[src/rtl/crc_read_pkg.sv]
// Shared types and constants for the multi-lane CRC read checker.
package crc_read_pkg;

    typedef enum logic [2:0] {
        ST_IDLE,
        ST_CLEAR,
        ST_CALC,
        ST_CHECK,
        ST_DONE
    } crc_read_state_e;

    localparam int         CRC7_W     = 7;
    localparam int         CRC16_W    = 16;
    localparam logic [6:0]  CRC7_POLY  = 7'h09;
    localparam logic [15:0] CRC16_POLY = 16'h1021;

endpackage

[src/rtl/crc_lane.sv]
// One serial lane: CRC_W-bit LFSR plus a mismatch accumulator that compares
// the received CRC bits (MSB first) against the frozen LFSR contents.
module crc_lane
    import crc_read_pkg::*;
#(
    parameter int               CRC_W = CRC16_W,
    parameter logic [CRC_W-1:0] POLY  = CRC16_POLY[CRC_W-1:0],
    parameter int               CNT_W = $clog2(CRC_W)
) (
    input  logic             sd_clk_i,
    input  logic             rst_i,
    input  logic             clr_i,
    input  logic             shift_i,
    input  logic             chk_i,
    input  logic [CNT_W-1:0] idx_i,
    input  logic             bit_i,
    output logic [CRC_W-1:0] crc_o,
    output logic             err_o
);

    localparam logic [CNT_W-1:0] TOP_IDX = CNT_W'(CRC_W - 1);

    logic [CRC_W-1:0] crc_q, crc_d;
    logic             err_q, err_d;
    logic             fb;

    always_comb begin
        // NOTE: every output of this block gets a default first, so no path
        // leaves one unassigned and no latch is inferred.
        crc_d = crc_q;
        err_d = err_q;
        fb    = bit_i ^ crc_q[CRC_W-1];
        if (clr_i) begin
            crc_d = '0;
            err_d = 1'b0;
        end else if (shift_i) begin
            crc_d = {crc_q[CRC_W-2:0], 1'b0} ^ (fb ? POLY : '0);
        end else if (chk_i) begin
            err_d = err_q | (bit_i ^ crc_q[TOP_IDX - idx_i]);
        end
    end

    always_ff @(posedge sd_clk_i) begin
        // NOTE: non-blocking assignments so every flop samples pre-edge values.
        if (rst_i) begin
            crc_q <= '0;
            err_q <= 1'b0;
        end else begin
            crc_q <= crc_d;
            err_q <= err_d;
        end
    end

    assign crc_o = crc_q;
    assign err_o = err_q;

endmodule

[src/rtl/crc_multi_read.sv]
// Multi-lane CRC read checker: FSM, CHECK-phase bit counter and result registers.
// Optional macro CRC_MULTI_READ_STICKY_ERR_EN makes crc_err_o accumulate across runs.
module crc_multi_read
    import crc_read_pkg::*;
#(
    parameter int          CRC_W = CRC16_W,
    parameter logic [15:0] POLY  = CRC16_POLY,
    parameter int          LANES = 4,
    parameter int          CHECK = 1
) (
    input  logic                   sd_clk_i,
    input  logic                   rst_i,
    input  logic                   start_i,
    input  logic                   end_data_i,
    input  logic                   abort_i,
    input  logic [LANES-1:0]       dat_ser_i,
    input  logic                   clr_err_i,
    output logic                   busy_o,
    output logic [LANES*CRC_W-1:0] crc_o,
    output logic                   crc_valid_o,
    output logic                   check_done_o,
    output logic [LANES-1:0]       crc_err_o
);

    localparam int               CNT_W    = $clog2(CRC_W);
    localparam logic [CNT_W-1:0] CNT_LAST = CNT_W'(CRC_W - 1);
    localparam logic             CHECK_EN = (CHECK != 0);

    crc_read_state_e        state_q, state_d;
    logic [CNT_W-1:0]       cnt_q, cnt_d;
    logic                   valid_q, valid_d;
    logic [LANES-1:0]       err_q, err_d;
    logic                   lane_clr, lane_shift, lane_chk, done;
    logic [LANES-1:0]       lane_err, run_err;
    logic [LANES*CRC_W-1:0] lane_crc;

    always_comb begin
        state_d    = state_q;
        cnt_d      = cnt_q;
        valid_d    = valid_q;
        lane_clr   = 1'b0;
        lane_shift = 1'b0;
        lane_chk   = 1'b0;
        done       = 1'b0;
        case (state_q)
            ST_IDLE: if (start_i) state_d = ST_CLEAR;
            ST_CLEAR: begin
                lane_clr = 1'b1;
                valid_d  = 1'b0;
                cnt_d    = '0;
                state_d  = ST_CALC;
            end
            ST_CALC: begin
                lane_shift = 1'b1;
                if (end_data_i) begin
                    cnt_d   = '0;
                    state_d = CHECK_EN ? ST_CHECK : ST_DONE;
                    valid_d = !CHECK_EN;
                end
            end
            ST_CHECK: begin
                lane_chk = 1'b1;
                cnt_d    = cnt_q + CNT_W'(1);
                if (cnt_q == CNT_LAST) begin
                    cnt_d   = '0;
                    state_d = ST_DONE;
                    valid_d = 1'b1;
                end
            end
            ST_DONE: begin
                done    = 1'b1;
                state_d = ST_IDLE;
            end
            default: state_d = ST_IDLE;
        endcase
        // Abort wins over everything: drop the run without a done pulse.
        if (abort_i && state_q != ST_IDLE) begin
            state_d    = ST_IDLE;
            valid_d    = 1'b0;
            lane_shift = 1'b0;
            lane_chk   = 1'b0;
            done       = 1'b0;
        end
    end

    assign run_err = CHECK_EN ? lane_err : '0;

`ifdef CRC_MULTI_READ_STICKY_ERR_EN
    always_comb begin
        err_d = clr_err_i ? '0 : err_q;
        if (done) err_d = err_d | run_err;
    end
`else
    logic unused_clr_err;
    assign unused_clr_err = clr_err_i;

    always_comb begin
        err_d = err_q;
        if (done) err_d = run_err;
    end
`endif

    always_ff @(posedge sd_clk_i) begin
        if (rst_i) begin
            state_q <= ST_IDLE;
            cnt_q   <= '0;
            valid_q <= 1'b0;
            err_q   <= '0;
        end else begin
            state_q <= state_d;
            cnt_q   <= cnt_d;
            valid_q <= valid_d;
            err_q   <= err_d;
        end
    end

    for (genvar k = 0; k < LANES; k++) begin : g_lane
        crc_lane #(
            .CRC_W (CRC_W),
            .POLY  (POLY[CRC_W-1:0]),
            .CNT_W (CNT_W)
        ) u_lane (
            .sd_clk_i (sd_clk_i),
            .rst_i    (rst_i),
            .clr_i    (lane_clr),
            .shift_i  (lane_shift),
            .chk_i    (lane_chk),
            .idx_i    (cnt_q),
            .bit_i    (dat_ser_i[k]),
            .crc_o    (lane_crc[k*CRC_W +: CRC_W]),
            .err_o    (lane_err[k])
        );
    end

    // Hold crc_o at zero outside a valid result so downstream logic stays quiet.
    assign crc_o        = valid_q ? lane_crc : '0;
    assign busy_o       = (state_q != ST_IDLE);
    assign crc_valid_o  = valid_q;
    assign check_done_o = done;
    assign crc_err_o    = err_q;

endmodule

[config.mk]
export PLATFORM = sky130hd
export DESIGN_NAME = crc_multi_read
export DESIGN_NICKNAME = d
export VERILOG_FILES = /design/src/rtl/crc_read_pkg.sv /design/src/rtl/crc_lane.sv /design/src/rtl/crc_multi_read.sv
export SDC_FILE = /design/constraint.sdc
export NUM_CORES = 1
export LEC_CHECK = 0
export ABC_AREA = 1
export CORE_MARGIN = 2
export CORE_UTILIZATION = 45
export DETAILED_ROUTE_END_ITERATION = 12
export GPL_TIMING_DRIVEN = 0
export HOLD_SLACK_MARGIN = 0.1
export PLACE_DENSITY = 0.71
export RECOVER_POWER = 100
export SYNTH_ARGS = -nofsm -noshare
export SYNTH_HDL_FRONTEND = slang
export SYNTH_SLANG_ARGS = --single-unit
[constraint.sdc]
create_clock -name sd_clk_i -period 2.7 [get_ports sd_clk_i]
set_input_delay 0.54 -clock sd_clk_i [delete_from_list [all_inputs] [get_ports sd_clk_i]]
set_output_delay 0.54 -clock sd_clk_i [all_outputs]
set_load 0.01 [all_outputs]
[Yosys cells after proc, flatten, opt, wreduce, memory -nomap -nowiden]
Index checks and enable logic that the tools add are counted.
Widths: inputs -> output; s select.
Storage, ports and cells
  flip-flop bits (word level): 80
  latch bits: 0
  memory bits (writable): 0
  memory bits (read-only): 0
  input bits: 10
  output and inout port bits: 71
  logic and storage cells: 80
  memories kept: 0
Cells by class
  add/sub/neg operators: 2
  $mul: 0
  div/mod/pow operators: 0
  order comparisons: 1
  equal/unequal tests: 8
  shift-type cells: 0
  mux-type cells: 30
  bitwise operators: 17
  reduce and logical (&&, ||, !) cells: 10
Operators with widths (number)
  $mux 64: 1
  $xor 16x16->16: 4
  $mux 13: 4
  $bmux 1 s4: 4
  $mux 1: 13
  $pmux 3 s4: 1
  $pmux 4 s3: 1
  $mux 3: 3
  $mux 4: 2
  $xor 1x1->1: 8
  $eq 3x2->1 const B: 2
  $ne 2x2->1 const B: 3
  $reduce_and 3->1: 2
  $reduce_bool 3->1: 2
  $lt 4x5->1 const B: 1
  $add 4x1->4 const B: 1
  $eq 4x4->1 const B: 1
  $or 1x1->1: 4
  $reduce_and 2->1: 2
  $reduce_or 2->1: 2
  $sub 4x4->4 const A: 1
  $eq 3x1->1 const B: 1
  $eq 3x3->1 const B: 1
  $logic_not 3->1: 1
  3 further kinds: 3

[Longest topological paths before layout]
Gate-level depths: netlist of the first run.
  depth in word-level cells: 5
  mapped depth: 12
  depth with buffers taken out: 10

[Hierarchy]
Synthesis of the first run repeated with hierarchy kept, for this count alone.
Second synthesis, totals
  cells, all modules: 718
  area, all modules: 4697.0 um^2
By module, submodules not included
  crc_lane: times used 4, cells an instance 123, area an instance 894.6 um^2, sequential area each 340.3 um^2
  crc_multi_read: times used 1, cells an instance 226, area an instance 1118.6 um^2, sequential area each 240.2 um^2

[Worst setup path before layout of the first run]
OpenSTA, ideal clock, no wires.
  path kind: register to output
  from: reg valid_q, in the netlist crc_valid_o
  to: out crc_o[17]
  data arrival time: 1094 ps
  required time: 2160 ps
  slack: 1066 ps
  cell stages (with the launch flop): 5
  buffers on the path: 2
  cell sequence: dfxtp_1 > clkbuf_1 > buf_1 > nand2_1 > inv_1
Between the ends
  longest elaborated chain between the ends: 1
Ends and longest elaborated chain
  start, declared: RTL line crc_multi_read.sv:31  | logic valid_q, valid_d;
  start signal, assigned: RTL line crc_multi_read.sv:112  | valid_q <= valid_d;
  $mux 64: RTL line crc_multi_read.sv:136  | assign crc_o = valid_q ? lane_crc : '0;
  end, declared: RTL line crc_multi_read.sv:19  | output logic [LANES*CRC_W-1:0] crc_o,
Every way passes these cells.

[Final worst setup path of the first run]
  from: in abort_i
  to: out check_done_o
Between the ends
  longest elaborated chain between the ends: 2
Ends and longest elaborated chain
  start, declared: RTL line crc_multi_read.sv:15  | input logic abort_i,
  $logic_and 1x1->1: RTL line crc_multi_read.sv:77  | if (abort_i && state_q != ST_IDLE) begin
  $mux 1: RTL line crc_multi_read.sv:77
  end, declared: RTL line crc_multi_read.sv:21  | output logic check_done_o,
Every way passes these cells.

==> impl_metrics.toml, run 1 <==
[status]
status = "finished, final reports clean"

[clock_network]
path_clk_slew_ps = 80
cts_tree = "done"
clock_path_buffers = 2
hold_buffers = 0
clock_latency_ps = 360
cts_root_buffer = "clkbuf_8"
htreeDepth = 3
clock_sinks = 80
cts_buffers = 9

[detailed_routing]
wl_met2_mm = 5.760
routedWlPerCell_um = 14.02
drt_iter0_drc = 268
drc = 0
dr_wl_met3_um = 567
vias = 4360
routedLengthMet1_mm = 5.620
drt-total-wl_mm = 12.09
vias_per_cell = 5.058
first_pass_iters = 5
top_layer = "met4"
ant_nets = 0

[floorplan]
num_rows = 35
core_mm2 = 0.009196
fp.dieH_um = 101.2
top_level_ports = 81
die_w_um = 101.2
initial_core_util = 0.4619
dieArea_mm2 = 0.01023

[grt]
grt_max_degree = 13
grt_overflow_total = 0
grt_usage = 0.2436
grt_first_pass_wirelength_mm = 19.71
antenna_found_initial = 0
grt_pass1_vias = 4047

[synth]
yosys_warnings = 0
syn_area_per_cell_um2 = 6.465
synth_cells = 657
ys_seq_elements = 80
synth_fp_nets = 668
syn_area_mm2 = 0.004248
synth-seq-area-share = 0.3770
ys_types = 31

[setup_path]
worst_setup_path_end_kind = "primary output"
cp-start-kind = "primary input"
path_max_fanout = 9
worstSetupPathType = "in2out"
crit_required_ps = 2160
cp_data_arrival_time_ps = 2060

[min_path]
worst_hold_path_type = "reg2reg"

[timing]
period_share = 0.9613
slew_headroom = 0.5728
tns_ps = 0
setup_viol = 0
skew_ps = 14.96
hold_violations = 0
drv_slew = 0
min_period_ps = 2596
max_freq_ghz = 0.3853
worstMarginPinSlew_ps = 640.8
rsz0062_at_grt = "no"

[finish]
fillers = 910
final_cells = 862
multi_input_area_mm2 = 0.001887
stdcell_area_mm2 = 0.005395
regArea_mm2 = 0.001602
n_antenna_cell = 0
drive_gt1_frac = 0.07057
synthToLayoutAreaGrowth_pct = 27.01
finalNetCount = 758

[pwr]
static-leakage-power_nw = 2.750
ir_worst_vdd_uv = 400.0
design_power_total_mw = 4.299
power.density_mw_per_mm2 = 796.9

[place]
io_buffer_count = 79
place_congestion = 0.8968
hpwl_mm = 8.605
dp_cells = 847
place_area_mm2 = 0.005177

[flow_run]
timing.max_cap.violations = 0
## layout by cell type (no fill, tap or decap), types with 10 or more instances in the layout
cell type and count:
nand2_1 150, nand3_1 55, a21oi_1 76, clkbuf_1 15
inv_1 135, o21ai_1 10, buf_2 13, clkbuf_8 10
nor2_1 12, o21ai_0 62, clkdlybuf4s50_1 46, dlygate4sd3_1 33
dfxtp_1 80
## timing repair
item	in CTS	in global routing
setup buffers	0	0
endpoints found under the setup margin	50	40
gates cloned	0	0
resized for setup	2	8
hold endpoints to repair	0	0
## layout make-up
class                           count  area share
Buffer                             37     0.03757
Clock buffer                       12     0.02690
Clock inverter                      3     0.01670
Inverter                          143     0.09995
Multi-Input combinational cell    397      0.3497
Sequential cell                    80      0.2968
Tap cell                          111     0.02574
Timing Repair Buffer               79      0.1466
## power by group
group | leakage [nW] | switching, mW | internal [mW]
clock | 0.117 | 0.434 | 0.636
sequential | 0.648 | 0.157 | 1.37
combinational | 1.99 | 1.11 | 0.595
total | 2.75 | 1.70 | 2.60
## flip-flops by register name, indices dropped and copies added (netlist names)
name	count
g_lane.u_lane.err_o	4
state_q	3
g_lane.u_lane.crc_o	64
crc_err_o	4
cnt_q	4
crc_valid_o	1
## synth_stat cells (all sizes together)
cell / number / area share
nand2: 152 / 0.14
inv: 142 / 0.13
dfxtp: 80 / 0.38
a21oi: 79 / 0.097
o21ai: 72 / 0.085
nand3: 58 / 0.073
buf: 27 / 0.040
nor2: 14 / 0.015
clkbuf: 10 / 0.0088
xor2: 9 / 0.019
xnor2: 4 / 0.0082
nor3: 2 / 0.0024
or2: 2 / 0.0029
a31oi: 1 / 0.0015
clkinv: 1 / 0.00088
ha: 1 / 0.0029
nand4: 1 / 0.0015
o211ai: 1 / 0.0018
o31ai: 1 / 0.0018
## final timing paths
path                                             from                             endpoint  slack (ps)  depth (start not counted)
hold reg to reg   g_lane[2].u_lane.err_o$_SDFFE_PP0P_            crc_err_o[2]$_SDFFE_PP0P_         470                          2
setup / recovery                              abort_i                         check_done_o         100                          5
setup reg to reg                cnt_q[1]$_SDFFE_PP0P_  g_lane[1].u_lane.err_o$_SDFFE_PP0P_         510                         10
hold / removal    g_lane[2].u_lane.err_o$_SDFFE_PP0P_            crc_err_o[2]$_SDFFE_PP0P_         470                          2
## worst max-delay path, stage by stage
cell             delay, ps
clkdlybuf4s50_1        480
nand2_1                150
nand3_1                 90
inv_1                  200
clkdlybuf4s50_1        590
## per-stage QoR
| stage | hold WS [ps] | worst slack [ps] | utilization |
|---|---|---|---|
| floorplan | 430.2 | 1066 | - |
| global placement | 448.2 | 37.31 | 0.5630 |
| detailed placement | 464.2 | 11.00 | 0.5630 |
| CTS | 476.0 | 41.66 | 0.5888 |
| global route | 509.3 | 20.98 | 0.5867 |
| finish | 473.0 | 104.5 | 0.5867 |
## kinds of logic (layout without fill, tap and decap cells)
group | after synthesis | in the layout | synth area share
adders and majority gates | 1 | 1 | 0.002945
and+or+nand+nor | 229 | 229 | 0.2300
buffers and inverters | 180 | 274 | 0.1758
xor gates and xnor gates | 13 | 13 | 0.02680
DFF | 80 | 80 | 0.3770
AOI/OAI and AO/OA | 154 | 154 | 0.1873
## layer usage
layer  track usage  vias up
met5             0        -
met4       0.06757        0
met3       0.03727       14
met2        0.4035      134
met1        0.3315     2000
li1              -     2212
(Power assumes the default switching activity.)
==> inputs of run 2 (changes only) <==
--- a/config.mk
+++ b/config.mk
@@ -8,11 +8,13 @@
 export ABC_AREA = 1
 export CORE_MARGIN = 2
 export CORE_UTILIZATION = 45
+export CTS_BUF_LIST = sky130_fd_sc_hd__clkbuf_2 sky130_fd_sc_hd__clkbuf_4 sky130_fd_sc_hd__clkbuf_8
 export DETAILED_ROUTE_END_ITERATION = 12
 export GPL_TIMING_DRIVEN = 0
 export HOLD_SLACK_MARGIN = 0.1
 export PLACE_DENSITY = 0.71
 export RECOVER_POWER = 100
+export SLEW_MARGIN = 20
 export SYNTH_ARGS = -nofsm -noshare
 export SYNTH_HDL_FRONTEND = slang
 export SYNTH_SLANG_ARGS = --single-unit
==> run 2 against run 1 <==
Compared with the run above:
- clock skew decreased by 2.5 ps
- die area unchanged
- global-route usage about the same
- register-to-register slack about the same
- sequential cell count unchanged
- sequential share of layout area about the same
- setup slack improved by 0.83 ps
- fmax about the same
- count of clock-buffer cells in the layout unchanged
- first-iteration DRC count increased by 1.5%
- hold slack improved by 6.5 ps
- largest power group unchanged
==> impl_metrics.toml, run 2 (synthesized netlist as in run 1, its figures left out) <==
[setup_path]
crit_end = "check_done_o"
crit_required_ps = 2160
rrSetupSlack_ps = 500
rr_endpoint = "g_lane[3].u_lane.err_o$_SDFFE_PP0P_"
worstSetupPathType = "in2out"
worst_setup_path_end_kind = "primary output"
cp-start-kind = "primary input"
path_max_fanout = 9
cp_data_arrival_time_ps = 2050
r2r-start = "cnt_q[1]$_SDFFE_PP0P_"
r2r.worst_path.cells = 10
cp-startpoint = "abort_i"

[finish]
finalNetCount = 758
postLayoutCoreUtil = 0.5875
final_cells = 862
synthToLayoutAreaGrowth_pct = 27.19
fillers = 912
largest_reg_flops = 64
layout_common_cells = "150 x nand2_1, 135 x inv_1, 80 x dfxtp_1, 76 x a21oi_1, 62 x o21ai_0"
n_antenna_cell = 0
drive_gt1_frac = 0.07324
final_common_cell = "nand2_1"

[timing]
min_period_ps = 2595
worstMarginPinSlew_ps = 667.3
skew_ps = 12.42
max_freq_ghz = 0.3854
rsz0062_at_grt = "no"
setup_viol = 0
period_share = 0.9610
tns_ps = 0
drv_slew = 0
setup_ws_ps = 105.3
hold_violations = 0
slew_headroom = 0.5551

[grt]
antenna_found_initial = 0
grt_first_pass_wirelength_mm = 19.74
grt_overflow_total = 0
grt_pass1_vias = 4053
grt_usage = 0.2440
grt_max_degree = 13

[detailed_routing]
dr_wl_met3_um = 714
vias = 4391
routedWlPerCell_um = 14.04
first_pass_iters = 5
drt_iter0_drc = 272
wl_met2_mm = 5.783
routedLengthMet1_mm = 5.461
drc = 0
vias_per_cell = 5.094
ant_nets = 0
drt-total-wl_mm = 12.11
top_layer = "met4"

[floorplan]
top_level_ports = 81
die_w_um = 101.2
dieArea_mm2 = 0.01023
num_rows = 35
fp.dieH_um = 101.2
core_mm2 = 0.009196
initial_core_util = 0.4619

[clock_network]
path_clk_slew_ps = 80
clock_latency_ps = 360
cts_tree = "done"
clock_sinks = 80
htreeDepth = 3
cts_buffers = 9
clock_path_buffers = 2
cts_root_buffer = "clkbuf_8"

[min_path]
worst_hold_path_type = "reg2reg"

[pwr]
ir_worst_vdd_uv = 401.5
power.density_mw_per_mm2 = 798.4
static-leakage-power_nw = 2.743
design_power_total_mw = 4.313

[place]
io_buffer_count = 79
place_congestion = 0.8968
dpl_worst_slack_ps = 11.00
dp_cells = 847
hpwl_mm = 8.605

[status]
status = "finished, final reports clean"

[flow_run]
timing.max_cap.violations = 0
[run 2: changes by cell type in the layout (fill, tap and decap cells not counted)]
| cell | change |
|---|---|
| dlygate4sd3_1 | -4 |
| clkbuf_4 | +2 |
| clkbuf_1 | -2 |
| clkdlybuf4s50_1 | +4 |
[run 2: how the worst min path moves through the flow]
stage / start / to / cells after the start
floorplan: g_lane[2].u_lane.err_o$_SDFFE_PP0P_ / crc_err_o[2]$_SDFFE_PP0P_ / 2
global placement: g_lane[2].u_lane.err_o$_SDFFE_PP0P_ / crc_err_o[2]$_SDFFE_PP0P_ / 2
detailed placement: g_lane[2].u_lane.err_o$_SDFFE_PP0P_ / crc_err_o[2]$_SDFFE_PP0P_ / 2
CTS: g_lane[2].u_lane.err_o$_SDFFE_PP0P_ / crc_err_o[2]$_SDFFE_PP0P_ / 2
global route: g_lane[0].u_lane.err_o$_SDFFE_PP0P_ / g_lane[0].u_lane.err_o$_SDFFE_PP0P_ / 2
finish: g_lane[1].u_lane.err_o$_SDFFE_PP0P_ / g_lane[1].u_lane.err_o$_SDFFE_PP0P_ / 2
[run 2: where the power goes]
part | internal (mW) | switching, mW
Sequential | 1.37 | 0.157
Combinational | 0.595 | 1.11
Clock | 0.656 | 0.430
[run 2: critical path, stage by stage]
cell and delay [ps]:
clkdlybuf4s50_1 480, nand2_1 150, nand3_1 90, inv_1 200, clkdlybuf4s50_1 590
[run 2: what timing repair did]
action | CTS | global route
resized for setup | 2 | 8
hold buffers | 0 | 0
cloned | 0 | 0
setup endpoints to repair | 50 | 40
buffers inserted | 0 | 0
pin swaps | 0 | 0
[run 2: per-stage QoR]
| stage | hold slack, ps | instance area (um^2) |
|---|---|---|
| 4_1_cts | 476.0 | 5423 |
| 2_1_floorplan | 430.2 | 4248 |
| 6_report | 479.4 | 5403 |
| 3_3_place_gp | 448.2 | 5177 |
| 5_1_grt | 509.3 | 5403 |
| 3_5_place_dp | 464.2 | 5177 |
[run 2: metal layers]
metal  track usage  vias to the layer above
met2        0.4045                      161
met4       0.06757                        0
li1              -                     2215
met1        0.3319                     2002
met5             0                        -
met3       0.03727                       13
[run 2: area by class of cell]
cell class / count / area, um^2 / area share
inverters: 143 / 539.3 / 0.09981
clock inverters: 3 / 90.09 / 0.01667
repair buffers: 79 / 790.8 / 0.1464
multi-input cells: 397 / 1887 / 0.3492
flip-flops and latches: 80 / 1602 / 0.2964
well taps: 111 / 138.9 / 0.02571
plain buffers: 37 / 202.7 / 0.03752
clock buffers: 12 / 152.6 / 0.02825
